File: src/rtl/mem_arb_pkg.sv
// Shared types for the memory port arbiter: beat, requester id, read tag and lock state.
`ifndef ADDR_WIDTH
`define ADDR_WIDTH 16
`endif
`ifndef BANDWIDTH
`define BANDWIDTH 2
`endif
`ifndef DATA_WIDTH
`define DATA_WIDTH 16
`endif

package mem_arb_pkg;
  localparam int MAX_REQ = 8;
  localparam int ID_W    = $clog2(MAX_REQ);

  typedef logic [`BANDWIDTH-1:0][`DATA_WIDTH-1:0] mem_beat_t;
  typedef logic [ID_W-1:0] req_id_t;

  typedef struct packed {
    logic    valid;
    req_id_t id;
  } tag_t;

  typedef enum logic {ARB_IDLE, ARB_LOCKED} arb_state_t;
endpackage

File: src/rtl/mem_port_arbiter_rr_pick.sv
// Combinational round-robin picker: first set request at or above ptr, wrapping.
module rr_pick
  import mem_arb_pkg::*;
#(
  parameter int N = 2
) (
  input  logic [N-1:0] req,
  input  req_id_t      ptr,
  output logic [N-1:0] gnt,
  output req_id_t      gnt_id,
  output logic         any
);
  always_comb begin
    gnt    = '0;
    gnt_id = '0;
    any    = 1'b0;
    for (int k = 0; k < N; k++) begin
      for (int j = 0; j < N; j++) begin
        if (!any && req[j] && (j == (int'(ptr) + k) % N)) begin
          any    = 1'b1;
          gnt[j] = 1'b1;
          gnt_id = req_id_t'(j);
        end
      end
    end
  end
endmodule

File: src/rtl/mem_port_arbiter.sv
// Round-robin arbiter sharing one memory port; reads are tagged through the fixed latency.
// Optional ownership lock enabled by defining MEM_ARB_LOCK_EN.
module mem_port_arbiter
  import mem_arb_pkg::*;
#(
  parameter int NUM_REQ      = 2,
  parameter int READ_LATENCY = 1
) (
  input  logic                                clock,
  input  logic                                reset_n,
  input  logic [NUM_REQ-1:0]                  req_valid,
  output logic [NUM_REQ-1:0]                  req_ready,
  input  logic [NUM_REQ-1:0]                  req_write,
  input  logic [NUM_REQ-1:0][`ADDR_WIDTH-1:0] req_addr,
  input  mem_beat_t [NUM_REQ-1:0]             req_wdata,
`ifdef MEM_ARB_LOCK_EN
  input  logic [NUM_REQ-1:0]                  req_lock,
`endif
  output logic [NUM_REQ-1:0]                  rsp_valid,
  output mem_beat_t                           rsp_data,
  output logic                                mem_read,
  output logic                                mem_write,
  output logic [`ADDR_WIDTH-1:0]              mem_address,
  output mem_beat_t                           mem_writedata,
  input  mem_beat_t                           mem_readdata
);
  req_id_t                  ptr, gnt_id, ptr_nxt;
  logic [NUM_REQ-1:0]       req_mask, gnt;
  logic                     any_gnt, lock_hold;
  logic                     sel_write;
  logic [`ADDR_WIDTH-1:0]   sel_addr;
  mem_beat_t                sel_wdata;
  tag_t                     vld_pipe [READ_LATENCY:0];

`ifdef MEM_ARB_LOCK_EN
  arb_state_t         state;
  logic [NUM_REQ-1:0] owner_oh;

  assign lock_hold = (state == ARB_LOCKED) && |(req_lock & owner_oh);
  assign req_mask  = lock_hold ? (req_valid & owner_oh) : req_valid;

  // The lock-drop cycle arbitrates normally and may hand the lock straight to a new owner.
  always_ff @(posedge clock or negedge reset_n) begin
    if (!reset_n) begin
      state    <= ARB_IDLE;
      owner_oh <= '0;
    end else if (!lock_hold) begin
      if (any_gnt && |(gnt & req_lock)) begin
        state    <= ARB_LOCKED;
        owner_oh <= gnt;
      end else begin
        state <= ARB_IDLE;
      end
    end
  end
`else
  assign lock_hold = 1'b0;
  assign req_mask  = req_valid;
`endif

  rr_pick #(.N(NUM_REQ)) u_pick (
    .req    (req_mask),
    .ptr    (ptr),
    .gnt    (gnt),
    .gnt_id (gnt_id),
    .any    (any_gnt)
  );

  assign req_ready = gnt;
  assign ptr_nxt   = (gnt_id == req_id_t'(NUM_REQ-1)) ? '0 : req_id_t'(gnt_id + 1'b1);

  always_comb begin
    sel_write = 1'b0;
    sel_addr  = '0;
    sel_wdata = '0;
    for (int j = 0; j < NUM_REQ; j++) begin
      if (gnt[j]) begin
        sel_write = req_write[j];
        sel_addr  = req_addr[j];
        sel_wdata = req_wdata[j];
      end
    end
  end

  always_ff @(posedge clock or negedge reset_n) begin
    if (!reset_n) begin
      mem_read      <= 1'b0;
      mem_write     <= 1'b0;
      mem_address   <= '0;
      mem_writedata <= '0;
      ptr           <= '0;
    end else begin
      mem_read  <= any_gnt & ~sel_write;
      mem_write <= any_gnt & sel_write;
      if (any_gnt) begin
        mem_address   <= sel_addr;
        mem_writedata <= sel_wdata;
        if (!lock_hold) ptr <= ptr_nxt;
      end
    end
  end

  // Stage k holds the tag of the read whose data is due k cycles after its issue cycle.
  always_ff @(posedge clock or negedge reset_n) begin
    if (!reset_n) begin
      for (int k = 0; k <= READ_LATENCY; k++) vld_pipe[k] <= '0;
    end else begin
      vld_pipe[0] <= '{valid: any_gnt & ~sel_write, id: gnt_id};
      for (int k = 1; k <= READ_LATENCY; k++) vld_pipe[k] <= vld_pipe[k-1];
    end
  end

  for (genvar r = 0; r < NUM_REQ; r++) begin : g_rsp
    assign rsp_valid[r] = vld_pipe[READ_LATENCY].valid &&
                          (vld_pipe[READ_LATENCY].id == req_id_t'(r));
  end

  assign rsp_data = vld_pipe[READ_LATENCY].valid ? mem_readdata : '0;
endmodule

File: config.mk
export PLATFORM = sky130hd
export DESIGN_NAME = mem_port_arbiter
export DESIGN_NICKNAME = d
export VERILOG_FILES = /design/src/rtl/mem_arb_pkg.sv /design/src/rtl/mem_port_arbiter_rr_pick.sv /design/src/rtl/mem_port_arbiter.sv
export SDC_FILE = /design/constraint.sdc
export NUM_CORES = 1
export LEC_CHECK = 0
export CAP_MARGIN = 20
export CORE_MARGIN = 5
export CORE_UTILIZATION = 30
export CTS_CLUSTER_SIZE = 16
export DETAILED_ROUTE_END_ITERATION = 8
export PLACE_DENSITY = 0.77
export SLEW_MARGIN = 25
export SYNTH_ARGS = -nofsm -noshare
export SYNTH_HDL_FRONTEND = slang
export SYNTH_SLANG_ARGS = --single-unit
File: constraint.sdc
create_clock -name clock -period 1.1 [get_ports clock]
set_input_delay 0.22 -clock clock [delete_from_list [all_inputs] [get_ports clock]]
set_output_delay 0.22 -clock clock [all_outputs]
set_load 0.02 [all_outputs]
### Yosys cells after proc, flatten, opt, wreduce, memory -nomap -nowiden

Cells that the tools add are included.

| word-level totals | value |
|---|---|
| bits in read-only memories | 0 |
| memories | 0 |
| register bits | 58 |
| input port bits | 134 |
| bits in latches | 0 |
| word-level logic and storage cells | 51 |
| memory bits (writable) | 0 |
| output and inout port bits | 86 |

| operators by class | value |
|---|---|
| multiply operators | 0 |
| bitwise gates (word level) | 4 |
| muxes and demuxes | 18 |
| $lt $le $gt $ge | 0 |
| eq/ne operators | 3 |
| shifts and indexed selects | 0 |
| div/mod/pow operators | 0 |
| reduce and logical (&&, ||, !) cells | 15 |
| add/subtract/negate cells | 2 |

Operators by type and width:

| operator | count |
|---|---|
| 32-bit two-way mux | 3 |
| 32-bit zero test | 2 |
| 16-bit two-way mux | 2 |
| 1-bit two-way mux | 13 |
| 1-bit logical AND | 9 |
| 3-bit by 1-bit == test with 1-bit output (second input constant) | 2 |
| 1-bit zero test | 3 |
| 3-bit zero test | 1 |
| 1-bit adder (second input constant) | 2 |
| 1-bit AND | 2 |
| 2-bit == test (first input constant) | 1 |
| 1-bit AND (first input constant) | 1 |
| 1-bit NOT | 1 |

### Logic depth before layout (Yosys ltp)

Gate-level depths: netlist of the first run.

| logic depth | value |
|---|---|
| word-level depth | 18 |
| mapped depth | 6 |
| depth with buffers taken out | 4 |

### Hierarchy

From an unflattened synthesis of the first run, not the netlist that was laid out.

| second synthesis, totals | value |
|---|---|
| cell total of the unflattened synthesis | 339 |
| area total of the unflattened synthesis | 3054.2 µm² |

Modules (own cells, without submodules):

| module | cells an instance | instances | seq. area each (µm²) | area each (µm²) |
|---|---|---|---|---|
| mem_port_arbiter | 331 | 1 | 1501.4 | 3002.9 |
| rr_pick | 8 | 1 | 0.0 | 51.3 |

### Least setup slack after synthesis of the first run

No wires, ideal clock.

| timing | value |
|---|---|
| path kind | register to output |
| from | register ptr[0] |
| to | output port req_ready[0] |
| setup slack | -54 ps |
| arrival time | 934 ps |
| data required time | 880 ps |
| buffers on the path | 2 |
| cell stages (with the launch flop) | 5 |
| path through | dfrtp_1 -> a21bo_1 -> buf_6 -> buf_6 -> inv_2 |

| on the way | value |
|---|---|
| cells in the longest elaborated chain, start to end | 11 |
| elaborated cells between the ends (all ways) | 14 |
| classes of those cells | add/sub (1); mux (3); bitwise (1); reduce/logical (9) |

RTL lines:

| item | line | RTL |
|---|---|---|
| from (decl) | mem_port_arbiter.sv:27 | `req_id_t ptr, gnt_id, ptr_nxt;` |
| from (signal assigned) | mem_port_arbiter.sv:98 | `if (!lock_hold) ptr <= ptr_nxt;` |
| 32-bit zero test | mem_port_arbiter_rr_pick.sv:19 | `if (!any && req[j] && (j == (int'(ptr) + k) % N)) begin` |
| 1-bit logical AND | mem_port_arbiter_rr_pick.sv:19 |  |
| 1-bit two-way mux | mem_port_arbiter_rr_pick.sv:19 |  |
| 1-bit zero test | mem_port_arbiter_rr_pick.sv:19 |  |
| 1-bit logical AND (2 in a row) | mem_port_arbiter_rr_pick.sv:19 |  |
| 1-bit two-way mux | mem_port_arbiter_rr_pick.sv:19 |  |
| 1-bit zero test | mem_port_arbiter_rr_pick.sv:19 |  |
| 1-bit logical AND (2 in a row) | mem_port_arbiter_rr_pick.sv:19 |  |
| 1-bit two-way mux (*) | mem_port_arbiter_rr_pick.sv:19 |  |
| to (decl) | mem_port_arbiter.sv:12 | `output logic [NUM_REQ-1:0] req_ready,` |

Every way passes the cells marked *; elsewhere a longest branch is shown, timed or not.

==> results of run 1 <==
[state kept, by name, summed over array words and instances (netlist names)]
name and flops:
mem_writedata 32, mem_address 16, vld_pipe 4, mem_write 1, ptr 1
[cell usage after synthesis, types with 3 or more instances]
library cell	number	area [um^2]
dfrtp_1	54	1350
o22ai_1	49	307
a21oi_1	48	240
mux2i_1	48	480
and2_1	33	206
clkbuf_1	10	37.5
buf_6	8	90.1
buf_2	4	20.0
inv_1	4	15.0
buf_4	3	22.5
[area by class of cell]
cell class                      instances  area, um^2
Fill cell                             668        2880
Clock inverter                          1        5.00
Tap cell                              111         139
Inverter                                5        23.8
Clock buffer                            7        86.3
Sequential cell                        54        1350
Multi-Input combinational cell        184        1930
Timing Repair Buffer                  263        2780
[where the power goes]
part / internal (mW) / switching, mW
Combinational: 1.85 / 1.60
Sequential: 2.25 / 0.185
Clock: 0.510 / 0.653
[tightest hold or removal path, delay by kind of cell]
family                 cells  cell delay, ns
AOI/OAI and AO/OA          1            0.08
buffers and inverters      3            0.31
[path summary, 6_finish.rpt]
kind                         startpoint                 to  slack (ns)  cells after the start
setup / recovery            vld_pipe[7]        rsp_data[7]       -0.31                      3
hold / removal             req_valid[1]        vld_pipe[0]        0.35                      4
setup reg to reg                 ptr[0]  mem_writedata[14]       -0.29                      6
hold reg to reg             vld_pipe[0]        vld_pipe[4]        0.36                      0
max in group asynchronous       reset_n  mem_writedata[18]        0.39                      3
min in group asynchronous       reset_n   mem_writedata[6]        0.44                      3
[per-stage QoR]
step / cells / setup WS (ns)
after global placement: 588 / -0.709
after detailed placement: 588 / -0.715
after global routing: 625 / -0.350
final: 625 / -0.306
after floorplan: 268 / -0.00641
after CTS: 608 / -0.331
[layer usage]
layer,vias up,global-route usage
met3,28,0.0662
met2,160,0.390
met5,-,0
met4,0,0.0804
met1,1592,0.220
li1,1487,-
[cell families (layout without fill, tap and decap cells)]
family,Yosys count,after routing,synth area share
AO/OA/AOI/OAI,101,101,0.205
buffers and inverters,30,276,0.0671
flip-flops,54,54,0.480
multiplexers,48,48,0.171
AND/OR/NAND/NOR,35,35,0.0777
[what timing repair did]
| action | in CTS | in global routing |
|---|---|---|
| pin swaps | 2 | 14 |
| hold endpoints to repair | 54 | 0 |
| gates resized for setup | 443 | 159 |
| setup endpoints to repair | 137 | 126 |
| hold buffers | 1 | 0 |
| gates cloned | 7 | 4 |
| buffers inserted | 4 | 16 |
==> flow_summary_export.csv, run 1 <==
group,metric,value,unit
layout,diodes,0,
place,place_congestion,0.752,
worst_setup_path,path_delay_family,"flip-flops",
worst_setup_path,crit_slowest_cell,"dfrtp_1",
route,drtIter0Drc,64,
worst_setup_path,startpoint_type,"register",
synth,synth-edff-count,0,
run_status,failed_checks,"setup timing",
layout,utilization,0.687,
grt,grt_pass1_wl,18800,um
synth,synth_area,2820,um^2
clocking,clk_pin_slew,0.10,ns
die,die_y,107,um
route,wl_met1,4840,um
die,die_w,107,um
grt,grt_max_degree,55,
worst_setup_path,end_kind,"primary output",
route,vias_per_cell,5.23,
grt,grt_pass1_vias,3395,
worst_setup_path,criticalPathCategory,"register to primary output",
job,drv_cap,0,
place,numPortBuffers,219,
route,vias,3267,
worst_hold_path,hp-class,"input port to register",
grt,grt_overflow_total,0,
die,fp-row-count,35,
layout,final_cell_mix,"clkdlybuf4s50_1 (130), buf_6 (62), dfrtp_1 (53)",
layout,fin_area,6320,um^2
die,pin_count,220,
worst_setup_path,worstPathRequired,0.88,ns
pwr,p_leak,2.69,nW
worst_setup_path,path_cells,"buf_12 -> and2_1 -> buf_6",
synth,yosysWarnings,0,
layout,drive_above_1_share,0.436,
route,top_layer,"met4",
route,routed_wl,13500,um
timing,period_needed,1.41,ns
layout,nets,647,
clocking,clk_path_buf_depth,2,
pwr,power_density,1120,nW/um^2
die,initial_core_util,0.306,
timing,rsz0062_at_grt,"true",
synth,synthCells,268,
synth,synth-seq-cells,54,
timing,slew_viol_final,0,
worst_setup_path,worstPathArrival,1.19,ns
timing,hold_viol_final,0,
pwr,ir_worst_vdd,0.597,mV
clocking,root_buffer,"clkbuf_8",
route,route.detailed.drc,0,
timing,final.setup_skew,0.00901,ns
timing,setup_violations,87,
route,met2_length,7250,um
timing,holdWs,0.353,ns
clocking,cts_sinks,54,
place,hpwl,8180,um
layout,final_common_cell,"clkdlybuf4s50_1",
clocking,htreeDepth,2,
timing,maxSlewHeadroom,0.654,
synth,synth-main-ff-cell,"dfrtp_1",
run_status,status,"complete, but fails checks",
synth,synth.distinct_cells,17,
timing,tightest_slew,0.519,ns
route,routedWlPerCell,21.5,um
synth,syn_avg_cell_area,10.5,um^2
route,met3_length,1000,um
grt,grt_antenna_before_repair,0,
pwr,power,7.05,mW
route,ant_nets,0,
place,place_area,5150,um^2
die,die_area,11400,um^2
worst_setup_path,crit_buf_inv,2,
timing,timing.fmax,711,MHz
route,first_pass_iters,4,
worst_setup_path,slowest_delay,0.42,ns
die,design.core.area,9200,um^2
worst_setup_path,cp_max_fo,32,
timing,setup_tns,-20.54,ns
layout,area_delta_synth_final,124,%
clocking,numCtsBuffers,5,
synth,async_flop_share,1.00,
synth,synth_seq_area_share,0.480,
synth,syn_nets,402,
timing,fin_ws,-0.306,ns
clocking,clk_latency,0.31,ns
grt,grt_usage,0.210,
timing,period_share,1.28,
clocking,cts_tree,"done",
Note: power is estimated with default switching activity, not from simulation.
==> inputs of run 2 (changes only) <==
--- a/config.mk
+++ b/config.mk
@@ -7,10 +7,10 @@
 export LEC_CHECK = 0
 export CAP_MARGIN = 20
 export CORE_MARGIN = 5
-export CORE_UTILIZATION = 30
+export CORE_UTILIZATION = 34
 export CTS_CLUSTER_SIZE = 16
 export DETAILED_ROUTE_END_ITERATION = 8
-export PLACE_DENSITY = 0.77
+export PLACE_DENSITY = 0.82
 export SLEW_MARGIN = 25
 export SYNTH_ARGS = -nofsm -noshare
 export SYNTH_HDL_FRONTEND = slang
==> constraint.sdc (replaced) <==
create_clock -name clock -period 1.3 [get_ports clock]
set_input_delay 0.26 -clock clock [delete_from_list [all_inputs] [get_ports clock]]
set_output_delay 0.26 -clock clock [all_outputs]
set_load 0.02 [all_outputs]
==> flow_summary_export.csv, run 2 (synthesized netlist as in run 1, its figures left out) <==
group,metric,value,unit
route,first_pass_iters,4,
place,hpwl,8040,um
timing,period_needed,1.49,ns
die,die_area,10200,um^2
clocking,clk_pin_slew,0.09,ns
grt,grt_max_degree,55,
worst_hold_path,worstHoldStart,"vld_pipe[0]",
clocking,root_buffer,"clkbuf_8",
pwr,ir_worst_vdd,0.500,mV
die,pin_count,220,
timing,timing.fmax,670,MHz
grt,grt_pass1_vias,3075,
worst_hold_path,hp-class,"register to register",
worst_setup_path,crit_slowest_cell,"dfrtp_2",
layout,seqCellArea,1350,um^2
layout,drive_above_1_share,0.191,
worst_setup_path,criticalPathCategory,"register to primary output",
grt,grt_overflow_total,0,
timing,tightest_slew,0.561,ns
grt,grt_pass1_wl,16000,um
layout,final_cell_mix,"clkdlybuf4s50_1 (130), dfrtp_1 (53), mux2i_1 (48), a21oi_1 (48), o22ai_1 (47)",
die,fp-row-count,33,
place,dp.cells,579,
worst_setup_path,path_cells,"clkbuf_16 -> and2_1 -> buf_2",
run_status,failed_checks,"setup timing",
clocking,clk_path_buf_depth,2,
timing,period_share,1.15,
clocking,numCtsBuffers,5,
pwr,power_density,968,nW/um^2
clocking,htreeDepth,2,
route,vias,2999,
clocking,cts_tree,"done",
route,routed_wl,11100,um
timing,hold_viol_final,0,
worst_setup_path,startpoint_type,"register",
pwr,p_leak,2.31,nW
place,place_congestion,0.828,
timing,setup_violations,36,
route,ant_nets,0,
clocking,cts_sinks,54,
worst_setup_path,worstPathRequired,1.04,ns
die,die_y,101,um
layout,utilization,0.633,
run_status,status,"complete, but fails checks",
die,design.core.area,8130,um^2
layout,final_cells,593,
grt,grt_antenna_before_repair,3,
layout,nets,620,
route,route.detailed.drc,0,
grt,grt_usage,0.199,
clocking,clk_latency,0.31,ns
die,die_w,101,um
layout,fillCellCount,689,
place,numPortBuffers,219,
layout,multi_input_area,1320,um^2
worst_setup_path,slowest_delay,0.46,ns
route,drtIter0Drc,54,
worst_setup_path,worstPathArrival,1.23,ns
timing,rsz0062_at_grt,"true",
timing,final.setup_skew,0.0104,ns
worst_setup_path,end_kind,"primary output",
route,routedWlPerCell,18.7,um
place,dpl_worst_slack,-0.619,ns
job,drv_cap,0,
layout,largest_reg_flops,32,
layout,top_regs,"mem_writedata x32, mem_address x16, vld_pipe x4",
timing,slew_viol_final,0,
worst_setup_path,cp_max_fo,15,
layout,final_common_cell,"clkdlybuf4s50_1",
timing,fin_ws,-0.192,ns
layout,area_delta_synth_final,82.7,%
layout,top_register,"mem_writedata",
timing,maxSlewHeadroom,0.626,
worst_setup_path,r2r-start,"ptr[0]",
worst_setup_path,cp-startpoint,"vld_pipe[7]",
route,vias_per_cell,5.06,
die,initial_core_util,0.346,
[run 2: worst max-delay path: cells and delay by family, from the launching register on]
family	cells	cell delay, ns
flops	1	0.46
simple gates	1	0.14
buf+inv	2	0.33
[run 2: repair_timing]
action / CTS / global route
gates cloned: 0 / 2
buffers inserted: 0 / 2
resized for setup: 240 / 68
endpoints found under the hold margin: 54 / 0
hold buffers: 1 / 0
pin swaps: 1 / 1
endpoints found under the setup margin: 135 / 123
[run 2: layout make-up]
type | count | share of cell area
Inverter | 5 | 0.00365
Clock inverter | 2 | 0.00194
Multi-Input combinational cell | 184 | 0.256
Tap cell | 105 | 0.0255
Sequential cell | 54 | 0.263
Antenna cell | 2 | 0.000972
Clock buffer | 5 | 0.0134
Timing Repair Buffer | 236 | 0.435
[run 2: final timing paths]
path                             endpoint  slack, ns  cells after the start
max reg2reg                mem_address[9]       0.06                      4
min reg2reg                   vld_pipe[4]       0.36                      0
max                          rsp_data[30]      -0.19                      3
max in group asynchronous     vld_pipe[7]       0.54                      3
min in group asynchronous  mem_address[6]       0.48                      3
min                           vld_pipe[4]       0.36                      0
[run 2: per-layer routing]
metal / routed length, um / GRT usage / vias up
met5: 7 / 0 / -
met4: 225 / 0.0532 / 2
met3: 1030 / 0.0692 / 16
met2: 5770 / 0.361 / 137
met1: 4050 / 0.220 / 1422
li1: - / - / 1422
[run 2: metrics by stage]
stage | instance area, um^2 | total power [mW] | setup TNS, ns | hold slack (ns)
after floorplan | 2820 | 2.99 | 0 | -0.0356
after global placement | 5100 | 4.17 | -36.21 | 0.285
after detailed placement | 5100 | 4.21 | -37.88 | 0.286
after CTS | 5080 | 4.96 | -5.14 | 0.307
after global routing | 5150 | 5.24 | -7.56 | 0.373
final | 5150 | 4.98 | -5.67 | 0.363
[run 2: where the power goes]
| part | total (mW) | internal (mW) | leakage (nW) | switching (mW) |
|---|---|---|---|---|
| Sequential | 2.03 | 1.90 | 0.622 | 0.128 |
| Clock | 0.907 | 0.364 | 0.0438 | 0.543 |
| Combinational | 2.04 | 1.03 | 1.64 | 1.01 |
==> inputs of run 3 (changes only) <==
--- a/config.mk
+++ b/config.mk
@@ -5,6 +5,7 @@
 export SDC_FILE = /design/constraint.sdc
 export NUM_CORES = 1
 export LEC_CHECK = 0
+export ABC_CLOCK_PERIOD_IN_PS = 1300
 export CAP_MARGIN = 20
 export CORE_MARGIN = 5
 export CORE_UTILIZATION = 34
==> results of run 3 <==
Final layout, timing and power as in run 2 (identical DEF).
